## src/rtl/xor_link_pkg.sv

```systemverilog
// xor_link_pkg
// Definitions shared by both ends of the XOR-parity serial link: the
// receiver state encoding, the line levels that make up a frame, and the
// parity helpers.
// Frame on the wire: START_BIT, data LSB first, parity bit, STOP_BIT.
// The line rests at IDLE_LEVEL between frames.
package xor_link_pkg;

    // Receiver frame-walk states
    typedef enum logic [2:0] {
        ST_IDLE   = 3'd0,
        ST_START  = 3'd1,
        ST_DATA   = 3'd2,
        ST_PARITY = 3'd3,
        ST_STOP   = 3'd4
    } link_state_e;

    // Line levels of the frame format
    localparam logic START_BIT  = 1'b0;
    localparam logic STOP_BIT   = 1'b1;
    localparam logic IDLE_LEVEL = 1'b1;

    // Widest data word supported on the link
    localparam int MAX_DATA_W = 16;

    // One step of a running XOR parity: fold one line bit into the accumulator
    function automatic logic parity_acc(input logic acc, input logic bit_in);
        return acc ^ bit_in;
    endfunction

    // Parity bit for a whole word. Unused upper bits must be zero.
    // odd=0 gives the XOR of the data, odd=1 gives its inverse.
    function automatic logic parity_of(input logic [MAX_DATA_W-1:0] data,
                                       input logic                  odd);
        return (^data) ^ odd;
    endfunction

endpackage

```

## src/rtl/sync_2ff.sv

```systemverilog
// sync_2ff
// Two-flop synchronizer that brings an asynchronous level into the clk_i
// domain. Both flops reset to RESET_VAL, so a line that idles at that level
// produces no spurious edge when reset is released.
// Ports:
//   clk_i  clock
//   rst_i  synchronous active-high reset
//   d_i    asynchronous input
//   q_o    synchronized output, two cycles behind d_i
module sync_2ff #(
    parameter logic RESET_VAL = 1'b1
) (
    input  logic clk_i,
    input  logic rst_i,
    input  logic d_i,
    output logic q_o
);

    logic meta_q;
    logic sync_q;

    // Two-stage synchronizer chain
    always_ff @(posedge clk_i) begin
        if (rst_i) begin
            meta_q <= RESET_VAL;
            sync_q <= RESET_VAL;
        end else begin
            meta_q <= d_i;
            sync_q <= meta_q;
        end
    end

    assign q_o = sync_q;

endmodule

```

## src/rtl/xor_parity_rx.sv

```systemverilog
// xor_parity_rx
// Receiver for the XOR-parity serial link. It rebuilds a data word from
// RxD and checks the parity bit and the stop bit of each frame.
// Ports:
//   CLK        clock
//   RST        synchronous active-high reset; aborts any frame in progress
//   RxD        asynchronous serial line, idle high
//   Data       last received word; held until the next Valid
//   Valid      one-cycle pulse per completed frame, error frames included
//   ParityErr  parity status of the last frame; qualified by Valid
//   FrameErr   stop-bit status of the last frame; qualified by Valid
//   Busy       high while a frame is in progress
module xor_parity_rx
    import xor_link_pkg::*;
#(
    parameter int DATA_W       = 8,
    parameter int CLKS_PER_BIT = 16,
    parameter bit ODD_PARITY   = 1'b0
) (
    input  logic              CLK,
    input  logic              RST,
    input  logic              RxD,
    output logic [DATA_W-1:0] Data,
    output logic              Valid,
    output logic              ParityErr,
    output logic              FrameErr,
    output logic              Busy
);

    localparam int CNT_W = $clog2(CLKS_PER_BIT);
    localparam int IDX_W = $clog2(DATA_W + 1);

    localparam logic [CNT_W-1:0] CNT_ZERO = {CNT_W{1'b0}};
    localparam logic [CNT_W-1:0] CNT_ONE  = CNT_W'(1);
    localparam logic [CNT_W-1:0] CNT_MID  = CNT_W'(CLKS_PER_BIT / 2 - 1);
    localparam logic [CNT_W-1:0] CNT_LAST = CNT_W'(CLKS_PER_BIT - 1);
    localparam logic [IDX_W-1:0] IDX_ZERO = {IDX_W{1'b0}};
    localparam logic [IDX_W-1:0] IDX_ONE  = IDX_W'(1);
    localparam logic [IDX_W-1:0] IDX_LAST = IDX_W'(DATA_W - 1);

    logic              rx_s;
    link_state_e       state_q, state_d;
    logic [CNT_W-1:0]  cnt_q, cnt_d;
    logic [IDX_W-1:0]  idx_q, idx_d;
    logic [DATA_W-1:0] shift_q, shift_d;
    logic              par_q, par_d;
    logic              perr_q, perr_d;
    logic              rx_prev_q;
    logic [DATA_W-1:0] data_q, data_d;
    logic              valid_q, valid_d;
    logic              perr_out_q, perr_out_d;
    logic              ferr_q, ferr_d;
    logic              busy_q;

    sync_2ff #(
        .RESET_VAL (IDLE_LEVEL)
    ) u_sync (
        .clk_i (CLK),
        .rst_i (RST),
        .d_i   (RxD),
        .q_o   (rx_s)
    );

    // Frame walk: next state, counters, shift register and result capture
    always_comb begin
        state_d    = state_q;
        cnt_d      = cnt_q;
        idx_d      = idx_q;
        shift_d    = shift_q;
        par_d      = par_q;
        perr_d     = perr_q;
        data_d     = data_q;
        valid_d    = 1'b0;
        perr_out_d = perr_out_q;
        ferr_d     = ferr_q;

        case (state_q)
            ST_IDLE: begin
                cnt_d = CNT_ZERO;
                // A start needs a falling edge. A line stuck low after a
                // framing error therefore has to return high first.
                if ((rx_s == START_BIT) && (rx_prev_q == IDLE_LEVEL)) begin
                    state_d = ST_START;
                end else begin
                    state_d = ST_IDLE;
                end
            end

            ST_START: begin
                if (cnt_q == CNT_MID) begin
                    cnt_d = CNT_ZERO;
                    if (rx_s == START_BIT) begin
                        state_d = ST_DATA;
                        idx_d   = IDX_ZERO;
                        par_d   = ODD_PARITY;
                    end else begin
                        // Line went high again before mid-bit: a glitch
                        state_d = ST_IDLE;
                    end
                end else begin
                    cnt_d = cnt_q + CNT_ONE;
                end
            end

            ST_DATA: begin
                if (cnt_q == CNT_LAST) begin
                    cnt_d = CNT_ZERO;
                    for (int i = 0; i < DATA_W; i++) begin
                        shift_d[i] = (idx_q == IDX_W'(i)) ? rx_s : shift_q[i];
                    end
                    par_d = parity_acc(par_q, rx_s);
                    idx_d = idx_q + IDX_ONE;
                    if (idx_q == IDX_LAST) begin
                        state_d = ST_PARITY;
                    end else begin
                        state_d = ST_DATA;
                    end
                end else begin
                    cnt_d = cnt_q + CNT_ONE;
                end
            end

            ST_PARITY: begin
                if (cnt_q == CNT_LAST) begin
                    cnt_d   = CNT_ZERO;
                    // The received parity bit folded into the running
                    // parity is zero on a good frame.
                    perr_d  = parity_acc(par_q, rx_s);
                    state_d = ST_STOP;
                end else begin
                    cnt_d = cnt_q + CNT_ONE;
                end
            end

            ST_STOP: begin
                if (cnt_q == CNT_LAST) begin
                    cnt_d      = CNT_ZERO;
                    data_d     = shift_q;
                    perr_out_d = perr_q;
                    ferr_d     = (rx_s != STOP_BIT);
                    valid_d    = 1'b1;
                    state_d    = ST_IDLE;
                end else begin
                    cnt_d = cnt_q + CNT_ONE;
                end
            end

            default: begin
                state_d = ST_IDLE;
                cnt_d   = CNT_ZERO;
            end
        endcase
    end

    // State, datapath and output registers
    always_ff @(posedge CLK) begin
        if (RST) begin
            state_q    <= ST_IDLE;
            cnt_q      <= CNT_ZERO;
            idx_q      <= IDX_ZERO;
            shift_q    <= {DATA_W{1'b0}};
            par_q      <= 1'b0;
            perr_q     <= 1'b0;
            rx_prev_q  <= IDLE_LEVEL;
            data_q     <= {DATA_W{1'b0}};
            valid_q    <= 1'b0;
            perr_out_q <= 1'b0;
            ferr_q     <= 1'b0;
            busy_q     <= 1'b0;
        end else begin
            state_q    <= state_d;
            cnt_q      <= cnt_d;
            idx_q      <= idx_d;
            shift_q    <= shift_d;
            par_q      <= par_d;
            perr_q     <= perr_d;
            rx_prev_q  <= rx_s;
            data_q     <= data_d;
            valid_q    <= valid_d;
            perr_out_q <= perr_out_d;
            ferr_q     <= ferr_d;
            // Busy is registered from the current state, so it lags the
            // state by one cycle. It is therefore still high while Valid
            // pulses and falls on the cycle after Valid.
            busy_q     <= (state_q != ST_IDLE) ? 1'b1 : 1'b0;
        end
    end

    assign Data      = data_q;
    assign Valid     = valid_q;
    assign ParityErr = perr_out_q;
    assign FrameErr  = ferr_q;
    assign Busy      = busy_q;

endmodule

```

## config.mk

```make
export PLATFORM = sky130hd
export DESIGN_NAME = xor_parity_rx
export DESIGN_NICKNAME = d
export VERILOG_FILES = /design/src/rtl/xor_link_pkg.sv /design/src/rtl/sync_2ff.sv /design/src/rtl/xor_parity_rx.sv
export SDC_FILE = /design/constraint.sdc
export NUM_CORES = 1
export LEC_CHECK = 0
export BUFFER_PORTS_ARGS = -buffer_cell sky130_fd_sc_hd__buf_2
export CORE_MARGIN = 2
export CORE_UTILIZATION = 55
export CTS_CLUSTER_SIZE = 8
export DETAILED_ROUTE_END_ITERATION = 8
export PLACE_DENSITY = 0.72
export RECOVER_POWER = 50
export SETUP_SLACK_MARGIN = 0.15
export SYNTH_ARGS = -nofsm -noshare
export SYNTH_HDL_FRONTEND = slang
export SYNTH_SLANG_ARGS = --single-unit
```

## constraint.sdc

```tcl
create_clock -name CLK -period 2.8 [get_ports CLK]
set_input_delay 0.14 -clock CLK [delete_from_list [all_inputs] [get_ports CLK]]
set_output_delay 0.14 -clock CLK [all_outputs]
set_load 0.05 [all_outputs]
```

**Yosys cells after proc, flatten, opt, wreduce, memory -nomap -nowiden**

Cells that the tools add are included.
Widths: inputs -> output; s select.

- Flip-flop bits (word level): 36
- Bits of input ports: 3
- Output and inout bits: 12
- Word-level logic and storage cells: 84

- $add $sub $neg: 2
- Equality and inequality tests: 18
- Multiplexer cells: 21
- Bitwise logic cells: 3
- Reduce and logical (&&, ||, !) cells: 19

Operators with widths:

| cell | count |
|---|---|
| $reduce_and 3->1 | 8 |
| $eq 4x3->1 const B | 5 |
| $mux 4 | 5 |
| $pmux 4 s2 | 2 |
| $pmux 3 s5 | 1 |
| $mux 3 | 4 |
| $ne 2x2->1 const B | 5 |
| $add 4x1->4 const B | 2 |
| $eq 4x2->1 const B | 2 |
| $reduce_and 4->1 | 2 |
| $mux 1 | 7 |
| $eq 3x2->1 const B | 2 |
| $eq 4x1->1 const B | 1 |
| $eq 4x4->1 const B | 1 |
| $logic_not 4->1 | 1 |
| $reduce_and 2->1 | 2 |
| $eq 3x1->1 const B | 1 |
| $eq 3x3->1 const B | 1 |
| $logic_not 3->1 | 1 |
| $reduce_bool 3->1 | 1 |
| $reduce_or 3->1 | 1 |
| $mux 2 | 1 |
| $not 1->1 | 2 |
| $pmux 1 s2 | 1 |
| other kinds (4) | 4 |

**Longest topological paths before layout**

Gate-level depths: netlist of the first run.

- Depth after elaboration: 4
- Gate-level depth with buffers: 8
- Mapped depth without buffers: 6

**By module**

From an unflattened synthesis of the first run, not the netlist that was laid out.

- Cell total of the unflattened synthesis: 181
- Area total of the unflattened synthesis: 1581.5 µm²

Modules (own cells, without submodules):

| module | times used | cells each | area each (µm²) | seq. area each (µm²) |
|---|---|---|---|---|
| xor_parity_rx | 1 | 177 | 1529.0 | 680.7 |
| sync_2ff | 1 | 4 | 52.6 | 40.0 |

**Worst setup path after synthesis of the first run**

Ideal clock, no wire load.

- Kind: register to register
- Start point: reg state_q[1]
- End point: reg idx_q[2]
- Setup time: 0.070 ns
- Data arrival time: 1.721 ns
- Data required time: 2.730 ns
- Slack: 1.009 ns
- Cell stages (with the launch flop): 6
- Path buffers: 1
- Clock period less this slack: 1.791 ns
- Path through: dfxtp_1 > buf_6 > or4b_1 > a211o_1 > or3_1 > a21oi_1

- Longest elaborated chain between the ends: 3
- Elaborated cells between the ends (all ways): 8
- Classes of those cells: 5 x eq/ne; 1 x mux; 2 x reduce/logical

RTL lines:

| element | RTL line | RTL |
|---|---|---|
| start: declaration | xor_parity_rx.sv:42 | `link_state_e state_q, state_d;` |
| start signal: assignment | xor_parity_rx.sv:171 | `state_q <= state_d;` |
| $eq 3x1->1 or $eq 3x2->1 (tied branches) | xor_parity_rx.sv:77 | `case (state_q)` |
| $ne 2x2->1 (no source line) or $reduce_bool 2->1 (tied branches) | n/a |  |
| $reduce_and 4->1 (no source line) | n/a |  |
| end signal: assignment | xor_parity_rx.sv:173 | `idx_q <= idx_d;` |
| end: declaration | xor_parity_rx.sv:44 | `logic [IDX_W-1:0] idx_q, idx_d;` |

Several ways; a longest one is shown, not always the timed one.
A chain may end at the register's enable or synchronous reset.

**Final worst setup path of the first run**

- Start point: reg u_sync.sync_q, in the netlist u_sync.q_o
- End point: reg idx_q[2]

- Longest elaborated chain between the ends: 2

RTL lines:

| element | RTL line | RTL |
|---|---|---|
| start: declaration | sync_2ff.sv:20 | `logic sync_q;` |
| start signal: assignment | sync_2ff.sv:29 | `sync_q <= meta_q;` |
| $ne 2x2->1 (no source line) | n/a |  |
| $reduce_and 4->1 (no source line) | n/a |  |

No other way between the ends.

==> results_dict.tcl, run 1 <==
set metrics [dict create \
    vias_per_cell 5.75 \
    io_pins 15 \
    synth-main-ff-cell "dfxtp_1" \
    final.setup.tns_ns 0 \
    finalSetupViolCount 0 \
    synthArstFlopShare_pct 0 \
    fin_nets 196 \
    hold_viol 0 \
    vdd_drop_max_mv 0.488 \
    grt_usage_pct 20.4 \
    drv_slew 0 \
    htree_levels 2 \
    max_stage_delay_ns 0.54 \
    synthXorXnorAreaFrac_pct 2.22 \
    synth-compound-area-share_pct 9.26 \
    insertion_delay_ns 0.34 \
    skew_ns 0.00748 \
    ys_seq_elements 36 \
    dp_hpwl_mm 2.07 \
    worstPathCellList "or4b_1, a211o_1, or3_1, a21oi_1" \
    cts.repair.resized 0 \
    tightest_slew_ns 0.621 \
    numCtsBuffers 5 \
    row_count 19 \
    status "complete, no violations" \
    start_util_pct 57.8 \
    diodes 0 \
    yosys_warnings 0 \
    period_needed_ns 1.95 \
    maxCapViolCount 0 \
    layout-drive-gt1-share_pct 6.91 \
    wl_met1_mm 1.40 \
    synth.distinct_cells 35 \
    drc 0 \
    top_layer_used "met4" \
    p_leak_uw 0.000548 \
    vias 1260 \
    synth-simple-area-share_pct 25.8 \
    fmaxAchievable_ghz 0.513 \
    io_buffers 14 \
    cp-end-kind "flip-flop" \
    clock_sinks 36 \
    total_power_uw 854 \
    area_growth_pct 4.11 \
    path_clk_slew_ns 0.11 \
    synth.avg_cell_area_um2 8.74 \
    core_um2 2730 \
    cp_max_fo 14 \
    min_period_over_period_pct 69.6 \
    routabilityCongestion 0.930 \
    arrival_ns 2.23 \
    slowest_stage "or4b_1" \
    synth_edf_count 0 \
    rsz0062_at_grt "no" \
    grt_pass1_wl_mm 5.07 \
    max_slew_margin_pct 58.6 \
    gr-total-overflow 0 \
    worstPathRequired_ns 3.08 \
    root_buffer "clkbuf_4" \
    synthAdderAreaFrac_pct 3.96 \
    ys_seq_area_share_pct 45.6 \
    route.met2.wl_mm 1.43 \
    netlist_area_um2 1580 \
    hp-class "input pin to flip-flop" \
    path_class "flip-flop to flip-flop" \
    syn_nets 189 \
    totalWireLength_mm 3.04 \
    clock_path_buffers 2 \
    p_per_area_nw_per_um2 519 \
    synth_top_family_by_area "simple AND/OR/NAND/NOR gates" \
    syn_inst 181 \
    die_x_um 57.6 \
    grt_pass1_vias 1139 \
    drt_pass1_iterations 4 \
    die_h_um 57.6 \
    grt_max_degree 37 \
    avgRoutedWirePerCell_um 13.9 \
    die_area_um2 3320 \
    cts_setup_buffers 0 \
    drt_first_iter_violations 55 \
    cts_tree "built" \
    grt_antenna_before_repair 0 \
    cp-start-kind "flip-flop" \
    muxShareOfSynthArea_pct 5.70 \
    wl_met3_um 166 \
    ant_nets 0 \
]
## report_power, final
| group | switching, uW | total, uW | internal (uW) |
|---|---|---|---|
| Clock | 171 | 313 | 142 |
| Sequential | 4.82 | 520 | 515 |
| Combinational | 14.0 | 20.9 | 6.87 |
| Total | 190 | 854 | 664 |
## synthesized netlist by cell type (2+ instances only)
cell	n	area, um^2
dfxtp_1	36	721
nand2_1	21	78.8
nor2_1	20	75.1
a21oi_1	14	70.1
nor3_1	14	70.1
mux2i_1	9	90.1
clkbuf_1	7	26.3
buf_6	6	67.6
nand3_1	6	30.0
ha_1	5	62.6
inv_1	4	15.0
nand4_1	4	25.0
o21ai_0	4	20.0
and3_1	3	18.8
or2_2	3	18.8
xor2_1	3	26.3
a2111oi_0	2	17.5
buf_2	2	10.0
nor3b_1	2	15.0
## state kept, by name (all words and copies together) (netlist names)
name	flops
rx_prev_q	1
state_q	3
ParityErr	1
shift_q	8
u_sync.q_o	1
par_q	1
perr_q	1
FrameErr	1
Data	8
Busy	1
u_sync.meta_q	1
cnt_q	4
Valid	1
idx_q	4
## cell families after synthesis
family,Yosys count
and+or+nand+nor,83
DFF,36
AOI/OAI and AO/OA,25
buffers and inverters,19
muxes,9
adders and majority gates,5
xor gates and xnor gates,4
## final timing paths
path | from | to | cells after the start | slack, ns
min | RST | shift_q[5] | 2 | 0.29
max | u_sync.q_o | idx_q[2] | 4 | 0.85
max reg2reg | u_sync.q_o | idx_q[2] | 4 | 0.85
min reg2reg | u_sync.meta_q | u_sync.q_o | 1 | 0.43
## placed cells by master, fill, tap and decap left out, types with 2 or more instances in the layout
cell type  netlist  final
dfxtp_1         36     36
nand2_1         21     21
nor2_1          20     20
a21oi_1         14     14
nor3_1          14     14
clkbuf_1         7     12
mux2i_1          9      9
nand3_1          6      6
ha_1             5      5
clkbuf_4         0      5
inv_1            4      4
o21ai_0          4      4
nand4_1          4      4
and3_1           3      3
or2_2            3      3
xor2_1           3      3
nor3b_1          2      2
a2111oi_0        2      2
clkbuf_8         0      2
buf_2            2      2
## through the flow
stage                     setup WS, ns  hold WS, ns  utilization [%]  cell area, um^2  cells
after floorplan                   1.01        0.244                -             1580    181
after global placement           0.930        0.326             58.0             1590    211
after detailed placement         0.880        0.326             58.0             1590    211
after CTS                        0.863        0.288             60.8             1660    219
after global routing             0.758        0.310             60.2             1650    219
final                            0.852        0.290             60.2             1650    219
## repair_timing
| action | CTS | global route |
|---|---|---|
| endpoints found under the hold margin | 1 | 0 |
| hold buffers | 1 | 0 |
| endpoints found under the setup margin | 0 | 0 |
## layout make-up
cell class	instances	area, um^2
inverter	4	15.0
multi-input combinational	126	742
sequential	36	721
fill	248	1090
tap	31	38.8
clock buffer	7	65.1
timing repair buffer	15	65.1
## layer usage
metal | vias to the layer above | track usage, %
met5 | - | 0
met4 | 0 | 12.0
li1 | 634 | -
met3 | 6 | 5.36
met1 | 582 | 26.1
met2 | 38 | 31.0
## critical path, delay by kind of cell (launching register included)
family	cells	cell delay [ns]
and+or+nand+nor	2	0.91
DFF	1	0.46
AOI/OAI and AO/OA	2	0.52
Power figures use the tool's default switching activity.
==> run 2, diff against run 1 <==
- clock period: 2.8 -> 1.9 ns (I/O delays scaled with it)
==> results_dict.tcl, run 2 (synthesized netlist as in run 1, its figures left out) <==
set metrics [dict create \
    drc 0 \
    rr_startpoint "state_q[1]" \
    worstPathRequired_ns 2.19 \
    layout_common_cells "dfxtp_1, nand2_1, nor2_1" \
    min_period_over_period_pct 91.8 \
    period_needed_ns 1.75 \
    start_util_pct 57.8 \
    grt_antenna_before_repair 0 \
    fin_util_pct 63.8 \
    gr-total-overflow 0 \
    seqPwrFrac_pct 54.1 \
    die_h_um 57.6 \
    hold_viol 0 \
    area_growth_pct 10.4 \
    io_buffers 14 \
    dp_hpwl_mm 2.08 \
    vias 1282 \
    diodes 0 \
    grt_max_degree 37 \
    maxCapViolCount 0 \
    ant_nets 0 \
    fin_area_um2 1750 \
    crit_path_end "idx_q[2]" \
    finalSetupViolCount 0 \
    swShare_pct 20.7 \
    io_pins 15 \
    routabilityCongestion 0.838 \
    setup_slack_ns 0.155 \
    clock_sinks 36 \
    max_slew_margin_pct 58.6 \
    row_count 19 \
    skew_ns 0.0131 \
    rrSetupSlack_ns 0.15 \
    path_class "flip-flop to flip-flop" \
    reg2reg_depth 4 \
    hold_depth 2 \
    htree_levels 2 \
    vias_per_cell 5.65 \
    drt_pass1_iterations 4 \
    grt_pass1_wl_mm 5.50 \
    rsz0062_at_grt "yes" \
    core_um2 2730 \
    grt_usage_pct 21.9 \
    arrival_ns 2.03 \
    dpl_worst_slack_ns 0.0544 \
    vdd_drop_max_mv 0.719 \
    cp-end-kind "flip-flop" \
    crit_start "state_q[1]" \
    root_buffer "clkbuf_4" \
    die_x_um 57.6 \
    grt_pass1_vias 1227 \
    power.switching_uw 293 \
    cts_tree "built" \
    clock_path_buffers 2 \
    avgRoutedWirePerCell_um 14.0 \
    die_area_um2 3320 \
    insertion_delay_ns 0.35 \
    p_leak_uw 0.000592 \
    p_per_area_nw_per_um2 809 \
    numCtsBuffers 5 \
    status "complete, no violations" \
    tightest_slew_ns 0.606 \
    final.setup.tns_ns 0 \
    drt_first_iter_violations 30 \
    drv_slew 0 \
    final_common_cell "dfxtp_1" \
    p_clk_share_pct 43.4 \
    combPwrFrac_pct 2.6 \
    cp-start-kind "flip-flop" \
    placed_cell_area_um2 1620 \
    fmaxAchievable_ghz 0.573 \
    path_clk_slew_ns 0.12 \
    cp_max_fo 5 \
    layout-drive-gt1-share_pct 12.2 \
    hp-class "input pin to flip-flop" \
    fin_nets 203 \
    totalWireLength_mm 3.17 \
    r2r-end "idx_q[2]" \
    intPower_uw 1120 \
]
run 2: power groups by stage:
stage                     clock network, uW  logic [uW]  registers, uW
after floorplan                           0        27.2            781
after global placement                    0        32.8            780
after detailed placement                  0        33.4            781
after CTS                               616        35.7            762
after global routing                    643        39.7            765
final                                   613        36.0            764
run 2: per-stage QoR:
stage | power [uW] | instances | hold WS (ns)
after floorplan | 808 | 181 | 0.199
after CTS | 1410 | 226 | 0.228
after global routing | 1450 | 227 | 0.281
after global placement | 813 | 215 | 0.277
final | 1410 | 227 | 0.234
after detailed placement | 814 | 215 | 0.282
run 2: what timing repair did:
action / CTS / global route
hold buffers: 1 / 0
endpoints found under the hold margin: 1 / 0
setup endpoints to repair: 6 / 13
buffers inserted: 2 / 1
pin swaps: 2 / 1
resized for setup: 7 / 8
run 2: how the worst min path moves through the flow:
stage          from            end  slack (ns)
6_report        RST       idx_q[0]        0.23
5_1_grt         RST           Busy        0.28
4_1_cts         RST       idx_q[0]        0.23
3_5_place_dp    RxD  u_sync.meta_q        0.28
3_3_place_gp    RxD  u_sync.meta_q        0.28
2_1_floorplan   RxD  u_sync.meta_q        0.20
run 2: final cells by class:
cell class / count / area, um^2
repair buffers: 22 / 106
inverters: 4 / 15.0
fillers: 235 / 988
clock inverters: 1 / 30.0
multi-input cells: 126 / 766
clock buffers: 7 / 65.1
flip-flops and latches: 36 / 724
well taps: 31 / 38.8
run 2: worst max-delay path, cell delays in order, from the launching register on:
cell,delay [ns]
dfxtp_1,0.35
or4b_1,0.52
a211o_1,0.33
or3_1,0.37
a21oi_1,0.12
run 2: metal layers:
metal / track usage (%) / vias up / routed length [um]
li1: - / 646 / -
met1: 28.6 / 602 / 1510
met2: 34.1 / 30 / 1500
met3: 6.70 / 4 / 127
met4: 8.64 / 0 / 36
met5: 0 / - / 0
